[config.mk]
export PLATFORM = sky130hd
export DESIGN_NAME = div_exec_unit
export DESIGN_NICKNAME = d
export VERILOG_FILES = /design/src/rtl/div_exec_unit.sv
export SDC_FILE = /design/constraint.sdc
export NUM_CORES = 1
export LEC_CHECK = 0
export BUFFER_PORTS_ARGS = -buffer_cell sky130_fd_sc_hd__clkbuf_2
export CAP_MARGIN = 20
export CORE_MARGIN = 2
export CORE_UTILIZATION = 34
export CTS_BUF_LIST = sky130_fd_sc_hd__clkbuf_8
export CTS_CLUSTER_SIZE = 8
export DETAILED_ROUTE_END_ITERATION = 10
export PLACE_DENSITY = 0.6
export SYNTH_ARGS = -nofsm -noshare
export SYNTH_HDL_FRONTEND = slang
export SYNTH_SLANG_ARGS = --single-unit
[constraint.sdc]
create_clock -name clk -period 12.41 [get_ports clk]
set_input_delay 2.482 -clock clk [delete_from_list [all_inputs] [get_ports clk]]
set_output_delay 2.482 -clock clk [all_outputs]
set_load 0.03 [all_outputs]
[src/rtl/div_exec_unit.sv]
// Radix-2^BITS_PER_CYCLE restoring divider for DIV/DIVU/REM/REMU. Fixed latency: accept edge + ITERS+2 cycles to done.
// No backpressure: start is only taken in IDLE, requests while busy are dropped; result holds until the next FIX.
module div_exec_unit #(
    parameter int XLEN           = 32,
    parameter int BITS_PER_CYCLE = 4
) (
    input  logic            clk,
    input  logic            rst_n,
    input  logic            start,
    input  logic [1:0]      op,
    input  logic [XLEN-1:0] dividend,
    input  logic [XLEN-1:0] divisor,
    output logic            busy,
    output logic            done,
    output logic [XLEN-1:0] result
);

    localparam int ITERS = XLEN / BITS_PER_CYCLE;
    localparam int CW    = $clog2(ITERS) + 1;
    localparam logic [CW-1:0] LAST_ITER = CW'(ITERS - 1);

    generate
        if (XLEN % BITS_PER_CYCLE != 0) begin : g_bad_param
            $error("div_exec_unit: XLEN must be a multiple of BITS_PER_CYCLE");
        end
    endgenerate

    typedef enum logic [1:0] {
        S_IDLE = 2'd0,
        S_ITER = 2'd1,
        S_FIX  = 2'd2,
        S_DONE = 2'd3
    } state_t;

    state_t          r_state;
    logic            r_busy;
    logic            r_done;
    logic [XLEN-1:0] r_result;

    logic [XLEN:0]   r_rem;
    logic [XLEN-1:0] r_quo;
    logic [XLEN-1:0] r_dvsr;
    logic [CW-1:0]   r_cnt;
    logic            r_is_rem;
    logic            r_neg_q;
    logic            r_neg_r;
    logic            r_dvz;
    logic            r_ovf;

    logic            w_signed;
    logic            w_a_neg;
    logic            w_b_neg;
    logic [XLEN-1:0] w_abs_a;
    logic [XLEN-1:0] w_abs_b;
    logic            w_ovf;

    logic [XLEN:0]   w_rem;
    logic [XLEN-1:0] w_quo;

    logic [XLEN-1:0] w_quo_fix;
    logic [XLEN-1:0] w_rem_fix;
    logic [XLEN-1:0] w_result;

    // Operand conditioning at accept: magnitudes only for the signed ops.
    always_comb begin
        w_signed = ~op[0];
        w_a_neg  = w_signed & dividend[XLEN-1];
        w_b_neg  = w_signed & divisor[XLEN-1];
        w_abs_a  = w_a_neg ? (~dividend + 1'b1) : dividend;
        w_abs_b  = w_b_neg ? (~divisor + 1'b1) : divisor;
        w_ovf    = w_signed
                 & (dividend == {1'b1, {(XLEN-1){1'b0}}})
                 & (divisor == {XLEN{1'b1}});
    end

    // BITS_PER_CYCLE chained restoring steps; the quotient register doubles as
    // the dividend shifter, feeding its MSB into the partial remainder.
    always_comb begin
        w_rem = r_rem;
        w_quo = r_quo;
        for (int i = 0; i < BITS_PER_CYCLE; i++) begin
            w_rem = {w_rem[XLEN-1:0], w_quo[XLEN-1]};
            w_quo = {w_quo[XLEN-2:0], 1'b0};
            if (w_rem >= {1'b0, r_dvsr}) begin
                w_rem    = w_rem - {1'b0, r_dvsr};
                w_quo[0] = 1'b1;
            end
        end
    end

    // With a zero divisor every trial subtract succeeds, so the magnitude
    // remainder is |dividend|; restoring its sign reproduces the original dividend.
    always_comb begin
        w_quo_fix = r_neg_q ? (~r_quo + 1'b1) : r_quo;
        w_rem_fix = r_neg_r ? (~r_rem[XLEN-1:0] + 1'b1) : r_rem[XLEN-1:0];
        if (r_dvz) begin
            w_quo_fix = {XLEN{1'b1}};
        end else if (r_ovf) begin
            w_quo_fix = {1'b1, {(XLEN-1){1'b0}}};
            w_rem_fix = '0;
        end
        w_result = r_is_rem ? w_rem_fix : w_quo_fix;
    end

    always_ff @(posedge clk or negedge rst_n) begin
        if (!rst_n) begin
            r_state  <= S_IDLE;
            r_busy   <= 1'b0;
            r_done   <= 1'b0;
            r_result <= '0;
            r_rem    <= '0;
            r_quo    <= '0;
            r_dvsr   <= '0;
            r_cnt    <= '0;
            r_is_rem <= 1'b0;
            r_neg_q  <= 1'b0;
            r_neg_r  <= 1'b0;
            r_dvz    <= 1'b0;
            r_ovf    <= 1'b0;
        end else begin
            r_done <= 1'b0;
            case (r_state)
                S_IDLE: begin
                    if (start) begin
                        r_rem    <= '0;
                        r_quo    <= w_abs_a;
                        r_dvsr   <= w_abs_b;
                        r_cnt    <= '0;
                        r_is_rem <= op[1];
                        r_neg_q  <= w_a_neg ^ w_b_neg;
                        r_neg_r  <= w_a_neg;
                        r_dvz    <= (divisor == '0);
                        r_ovf    <= w_ovf;
                        r_busy   <= 1'b1;
                        r_state  <= S_ITER;
                    end
                end
                S_ITER: begin
                    r_rem <= w_rem;
                    r_quo <= w_quo;
                    r_cnt <= r_cnt + CW'(1);
                    if (r_cnt == LAST_ITER) begin
                        r_state <= S_FIX;
                    end
                end
                S_FIX: begin
                    r_result <= w_result;
                    r_done   <= 1'b1;
                    r_state  <= S_DONE;
                end
                S_DONE: begin
                    r_busy  <= 1'b0;
                    r_state <= S_IDLE;
                end
                default: begin
                    r_busy  <= 1'b0;
                    r_state <= S_IDLE;
                end
            endcase
        end
    end

    assign busy   = r_busy;
    assign done   = r_done;
    assign result = r_result;

endmodule

==> metrics.txt, run 1 <==
status completed; first-pass GRT wire length 96,600 um; vias per cell 5.82; Final Hold Viols 0; Register Area 3530 sq um; WP data arrival 12.17 ns; core area 47,900 sq um; initial drt markers 1,534; post-synthesis cell area 16,600 sq um; worst hold-check path type flop to flop; reg2reg end r_rem[1]; mean post-synth cell area 7.70 sq um; CP Capture Type flop; Die Width 225 um; DRC 0; Worst R2R Setup Slack 0.70 ns; worst-path fanout max 27; FF-to-FF path depth 52; clk root buf clkbuf_8; worst stage delay on the critical path 0.42 ns; Worst Hold End result[2]; Seq/Total Area, Yosys 0.213; Hold Path Cell Cnt 1; CTS Buffer Depth 2; cell mode on critical path buf_4; max_cap viols 0; Worst R2R Start r_dvsr[12]; asr flop ratio synth 1.00; Die H 225 um; routed wire length 62,700 um; CTS tree done; WL/cell 21.7 um; DR pass1 iterations 7; final period utilization 0.944; largest net degree at the start of global routing 84; FP Rows 80; total gr overflow 0; ant diodes 0; number of port buffers 102; relative slew slack 0.277; fill count 5,054; vias in the first global route 16,100; Min-Delay Startpoint result[2]; net count after synthesis 2,364; min Tclk post-route 11.71 ns; clock-pin slew on the worst setup and hold paths 0.09 ns; worst clock skew 0.0191 ns; DR vias 16,800; Worst-Skew Late Latency 0.57 ns; crit path launch type flop; Post-Synthesis Cells 2,153; Detailed Place HPWL 51,600 um; RD Place Congestion 1.03; CP required 12.87 ns; share of cells above drive strength 1 0.127; fin. max-slew vios 0; Final nets 2,470; number of flops mapped to enable cells by yosys 0; CTS H-tree lvls 4; clock buffer count from CTS 17; kind of critical path flop to flop; Tot GR Track Use 0.251; setup TNS 0 ns; initial antenna violation count 0; placed cell count 2,853; Ys Warns 0; area grow syn2layout 12.1%; Die ar. 50,500 sq um; ys flop type dfrtp_1; f_max 85.4 MHz; Multi-input gate area 12,300 sq um; CTS Sinks 141; CP max-delay cell ha_1; Final setup viols 0; remaining antenna violation count 0; IO Count 103; hold buffer count at CTS 0; number of distinct library cells after synthesis 82; #FFs+latches synth 141; initial core utilization 0.346; non-filler cells, final 2,887; Least-Margin Pin Slew 1.08 ns
-- state kept, by name (all words and copies together), names as in the netlist, 2 cells and up --
register,count
r_dvsr,32
result,32
r_state,2
r_quo,32
r_rem,32
r_cnt,4
-- worst max path at each step --
stage                     from  cells after the start        end
finish              r_dvsr[12]                     52   r_rem[1]
floorplan            r_dvsr[1]                     51  r_rem[29]
detailed placement   r_dvsr[8]                     51  r_rem[11]
CTS                  r_dvsr[8]                     51  r_rem[11]
global route         r_dvsr[1]                     51   r_rem[1]
global placement     r_dvsr[8]                     51  r_rem[11]
-- cells by family after synthesis --
| logic type | synth area share |
|---|---|
| multiplexers | 0.0406 |
| AND/OR/NAND/NOR | 0.181 |
| AO/OA/AOI/OAI | 0.293 |
| adder cells (fa/ha/maj) | 0.109 |
| XOR/XNOR | 0.115 |
| buffers and inverters | 0.0480 |
| flip-flops | 0.213 |
-- worst max-delay path: cells and delay by family, from the launching register on --
family,cells,cell delay (ns)
adder cells (fa/ha/maj),4,1.44
AO/OA/AOI/OAI,30,6.14
buffers and inverters,10,1.91
multiplexers,1,0.36
AND/OR/NAND/NOR,7,1.34
flip-flops,1,0.39
-- timing repair --
| action | CTS | global route |
|---|---|---|
| setup endpoints to repair | 0 | 33 |
| resized for setup | 0 | 10 |
| setup buffers | 0 | 1 |
-- metal layers --
layer  GRT usage  wire, um  vias to the layer above  share of wire
li1            -         -                     8120              -
met1       0.364     29900                     8064           0.48
met2       0.386     27400                      570           0.44
met3      0.0338      3930                       61          0.063
met4      0.0775      1460                        0          0.023
met5           0         0                        -              0
-- cell usage in the layout, fill, tap and decap left out, drive strengths merged, types with 70 or more instances in the layout --
cell type | netlist | final
inv | 106 | 114
ha | 138 | 138
nor2 | 126 | 126
a21oi | 183 | 183
clkbuf | 77 | 118
nand3 | 70 | 70
a21o | 71 | 71
xnor2 | 126 | 126
xor2 | 92 | 92
buf | 19 | 82
dfrtp | 141 | 141
nand2 | 214 | 214
o21ai | 237 | 237
-- per-stage QoR --
step / util / cell area (sq um) / setup slack [ns] / hold slack [ns]
floorplan: - / 16600 / 1.06 / 0.450
global placement: 0.377 / 18100 / 0.373 / 0.461
detailed placement: 0.377 / 18100 / 0.440 / 0.469
CTS: 0.387 / 18500 / 0.405 / 0.492
global route: 0.388 / 18600 / -0.00246 / 0.498
finish: 0.388 / 18600 / 0.696 / 0.485
-- cell type report --
class                   count  area share
inverters                 106      0.0214
flip-flops and latches    141       0.190
well taps                 615      0.0414
multi-input cells        1810       0.662
repair buffers            183      0.0621
clock inverters            15      0.0111
clock buffers              17      0.0126
-- Yosys cell counts (5+ instances only) --
cell type | count | area (sq um)
buf_2 | 6 | 30.0
o211ai_1 | 45 | 338
nor3b_1 | 7 | 52.6
nand2_1 | 214 | 803
a21oi_1 | 182 | 911
a31oi_1 | 14 | 87.6
o221ai_1 | 6 | 52.6
a221oi_1 | 5 | 43.8
mux2i_1 | 22 | 220
o31ai_1 | 32 | 240
nor2b_1 | 16 | 100
mux2_2 | 39 | 439
or3_1 | 21 | 131
nand3_1 | 69 | 345
buf_1 | 8 | 30.0
xor2_1 | 92 | 806
a221o_1 | 9 | 90.1
a21o_1 | 71 | 533
clkbuf_1 | 77 | 289
nor4_1 | 17 | 106
and3_1 | 12 | 75.1
nand2b_1 | 23 | 144
and2_1 | 10 | 62.6
o21a_1 | 45 | 338
dfrtp_1 | 141 | 3530
inv_1 | 106 | 398
a211oi_1 | 12 | 90.1
a2111oi_0 | 7 | 61.3
a32oi_1 | 10 | 87.6
o21ai_0 | 233 | 1170
o21bai_1 | 14 | 105
a211o_1 | 7 | 61.3
or4_1 | 12 | 90.1
o41ai_1 | 7 | 61.3
a21boi_0 | 6 | 45.0
or2_2 | 8 | 50.1
nand4_1 | 32 | 200
ha_1 | 138 | 1730
xnor2_1 | 126 | 1100
nor2_1 | 126 | 473
and4_1 | 6 | 52.6
nor3_1 | 40 | 200
Power of run 1 is left out: the tool's default activity adds up to more than one toggle a clock period on the data nets, which glitch-free logic cannot reach.
==> inputs of run 2 (changes only) <==
--- a/config.mk
+++ b/config.mk
@@ -12,6 +12,7 @@
 export CTS_BUF_LIST = sky130_fd_sc_hd__clkbuf_8
 export CTS_CLUSTER_SIZE = 8
 export DETAILED_ROUTE_END_ITERATION = 10
+export GPL_TIMING_DRIVEN = 0
 export PLACE_DENSITY = 0.6
 export SYNTH_ARGS = -nofsm -noshare
 export SYNTH_HDL_FRONTEND = slang
==> run 2 against run 1 <==
Die area stayed put. Design area is 1.3% higher. Non-clock buffer count is 34 higher. Sequential cell count stayed put. First-iteration DRC count is 15% higher. Cell count is 1.2% higher. Clock-buffer cell count is 1 higher. Global-route usage is 0.59 points higher. Routed wire length is 5.8% higher. Core utilization is 0.50 points higher. Sequential share of layout area is 0.23 points lower. Highest routed layer unchanged.
==> metrics.txt, run 2 (same netlist as run 1, synthesis figures left out) <==
non-filler cells, final 2,921 (+1.2%); delay-heaviest family, CP compound AO/OA/AOI/OAI gates; crit path launch type flop; Tot GR Track Use 0.257 (+0.00590); Die H 225 um (unchanged); reg2reg end r_rem[17]; number of port buffers 102 (unchanged); status completed; Min-Delay Startpoint result[12]; CTS Sinks 141 (unchanged); area grow syn2layout 13.6%; clock buffer count from CTS 17 (unchanged); Finished Cell Area 18,800 sq um (+1.3%); kind of critical path flop to flop; clk root buf clkbuf_8; Worst setup startpoint r_rem[9]; CP max-delay cell nor3_1; commonest non-fill, non-tap cells in the layout 227 x o21ai_0, 213 x nand2_1, 176 x a21oi_1; worst-path fanout max 10 (-63%); f_max 82.2 MHz (-3.7%); Die ar. 50,500 sq um (unchanged); cell mode on critical path a21o_1; placed cell count 2,871 (+0.63%); min Tclk post-route 12.16 ns (+0.450 ns); Worst-Skew Late Latency 0.50 ns (-0.07 ns); Worst R2R Start r_rem[9]; largest net degree at the start of global routing 79 (-6.0%); max_cap viols 0 (unchanged); clock-pin slew on the worst setup and hold paths 0.09 ns (about the same); Die Width 225 um (unchanged); worst hold-check path type flop to flop; fill count 4,960 (-1.9%); Util after Layout 0.393 (+0.00501); fin. max-slew vios 0 (unchanged); worst clock skew 0.0207 ns (+0.00163 ns); Final setup viols 0 (unchanged); RD Place Congestion 0.985 (-4.1%); CTS H-tree lvls 4 (unchanged); remaining antenna violation count 0 (unchanged); CP Buf/Inv Count 7 (-3); relative slew slack 0.292 (+0.0146); DR vias 17,600 (+4.4%); Register Area 3530 sq um (about the same); vias per cell 6.01 (+3.2%); CP required 12.84 ns (-0.03 ns); initial drt markers 1,763 (+15%); first-pass GRT wire length 99,200 um (+2.6%); IO Count 103 (unchanged); WP data arrival 12.59 ns (+0.42 ns); DP Area 17,900 sq um (-1.1%); final period utilization 0.980 (+0.0363); Detailed Place HPWL 54,500 um (+5.8%); share of cells above drive strength 1 0.137 (+0.0103); Worst setup endpoint r_rem[17]; vias in the first global route 16,400 (+1.7%); Multi-input gate area 12,600 sq um (+2.2%); FP Rows 80 (unchanged); path length in cells of the critical path 46 (-12%); DRC 0 (unchanged); CTS Buffer Depth 2 (unchanged); Worst R2R Setup Slack 0.25 ns (-0.45 ns); hold buffer count at CTS 0 (unchanged); CTS tree done; worst stage delay on the critical path 0.62 ns (+0.20 ns); Final nets 2,504 (+1.4%); Final Hold Viols 0 (unchanged); setup TNS 0 ns (unchanged); routed wire length 66,300 um (+5.8%); initial antenna violation count 1 (+1); core area 47,900 sq um (unchanged); initial core utilization 0.346 (unchanged); WL/cell 22.7 um (+4.6%); Least-Margin Pin Slew 1.06 ns (-0.0193 ns); CP Capture Type flop; total gr overflow 0 (unchanged); ant diodes 0 (unchanged); DR pass1 iterations 5 (-2); most common cell after layout, fill and taps aside o21ai_0; FF-to-FF path depth 46 (-12%)
-- run 2: changes by cell type in the layout (fill, tap and decap cells not counted), moves of 9 or more --
cell	previous run	this run
buf_4	78	34
ha_4	0	9
clkinvlp_4	1	12
clkbuf_1	0	61
inv_1	107	87
inv_2	0	11
ha_1	136	122
-- run 2: layout make-up --
class / instances / area share
inverters: 106 / 0.0231
repair buffers: 132 / 0.0406
well taps: 615 / 0.0409
clock inverters: 14 / 0.00631
plain buffers: 85 / 0.0209
multi-input cells: 1810 / 0.668
flip-flops and latches: 141 / 0.188
clock buffers: 18 / 0.0132
-- run 2: worst min path at each step --
stage	end	slack, ns	cells after the start
after floorplan	r_dvsr[10]	0.45	2
after global placement	result[4]	0.46	1
after detailed placement	result[26]	0.47	1
after CTS	result[26]	0.49	1
after global routing	result[12]	0.51	1
final	result[12]	0.49	1
-- run 2: layer usage --
metal / track usage / vias up / part of all wire
met4: 0.0790 / 0 / 0.029
met2: 0.388 / 749 / 0.43
met1: 0.369 / 8539 / 0.47
met5: 0 / - / 0
li1: - / 8170 / -
met3: 0.0483 / 92 / 0.078
-- run 2: worst register-to-register path, delay by kind of cell (launching register included) --
family	cells	cell delay, ns
simple gates	9	2.20
buf+inv	7	1.53
fa+ha+maj	4	1.47
compound gates	24	5.60
flops	1	0.52
mux	2	0.82
-- run 2: stage by stage --
| step | setup slack (ns) | hold WS [ns] |
|---|---|---|
| after floorplan | 1.06 | 0.450 |
| after global placement | -3.14 | 0.461 |
| after detailed placement | -3.12 | 0.471 |
| after CTS | 0.0518 | 0.490 |
| after global routing | -0.108 | 0.510 |
| final | 0.246 | 0.486 |
-- run 2: what timing repair did --
| item | CTS | global route |
|---|---|---|
| pin swaps | 8 | 10 |
| buffers inserted | 15 | 14 |
| resized for setup | 63 | 50 |
| endpoints found under the setup margin | 33 | 33 |
Power of run 2 is left out for the same reason.
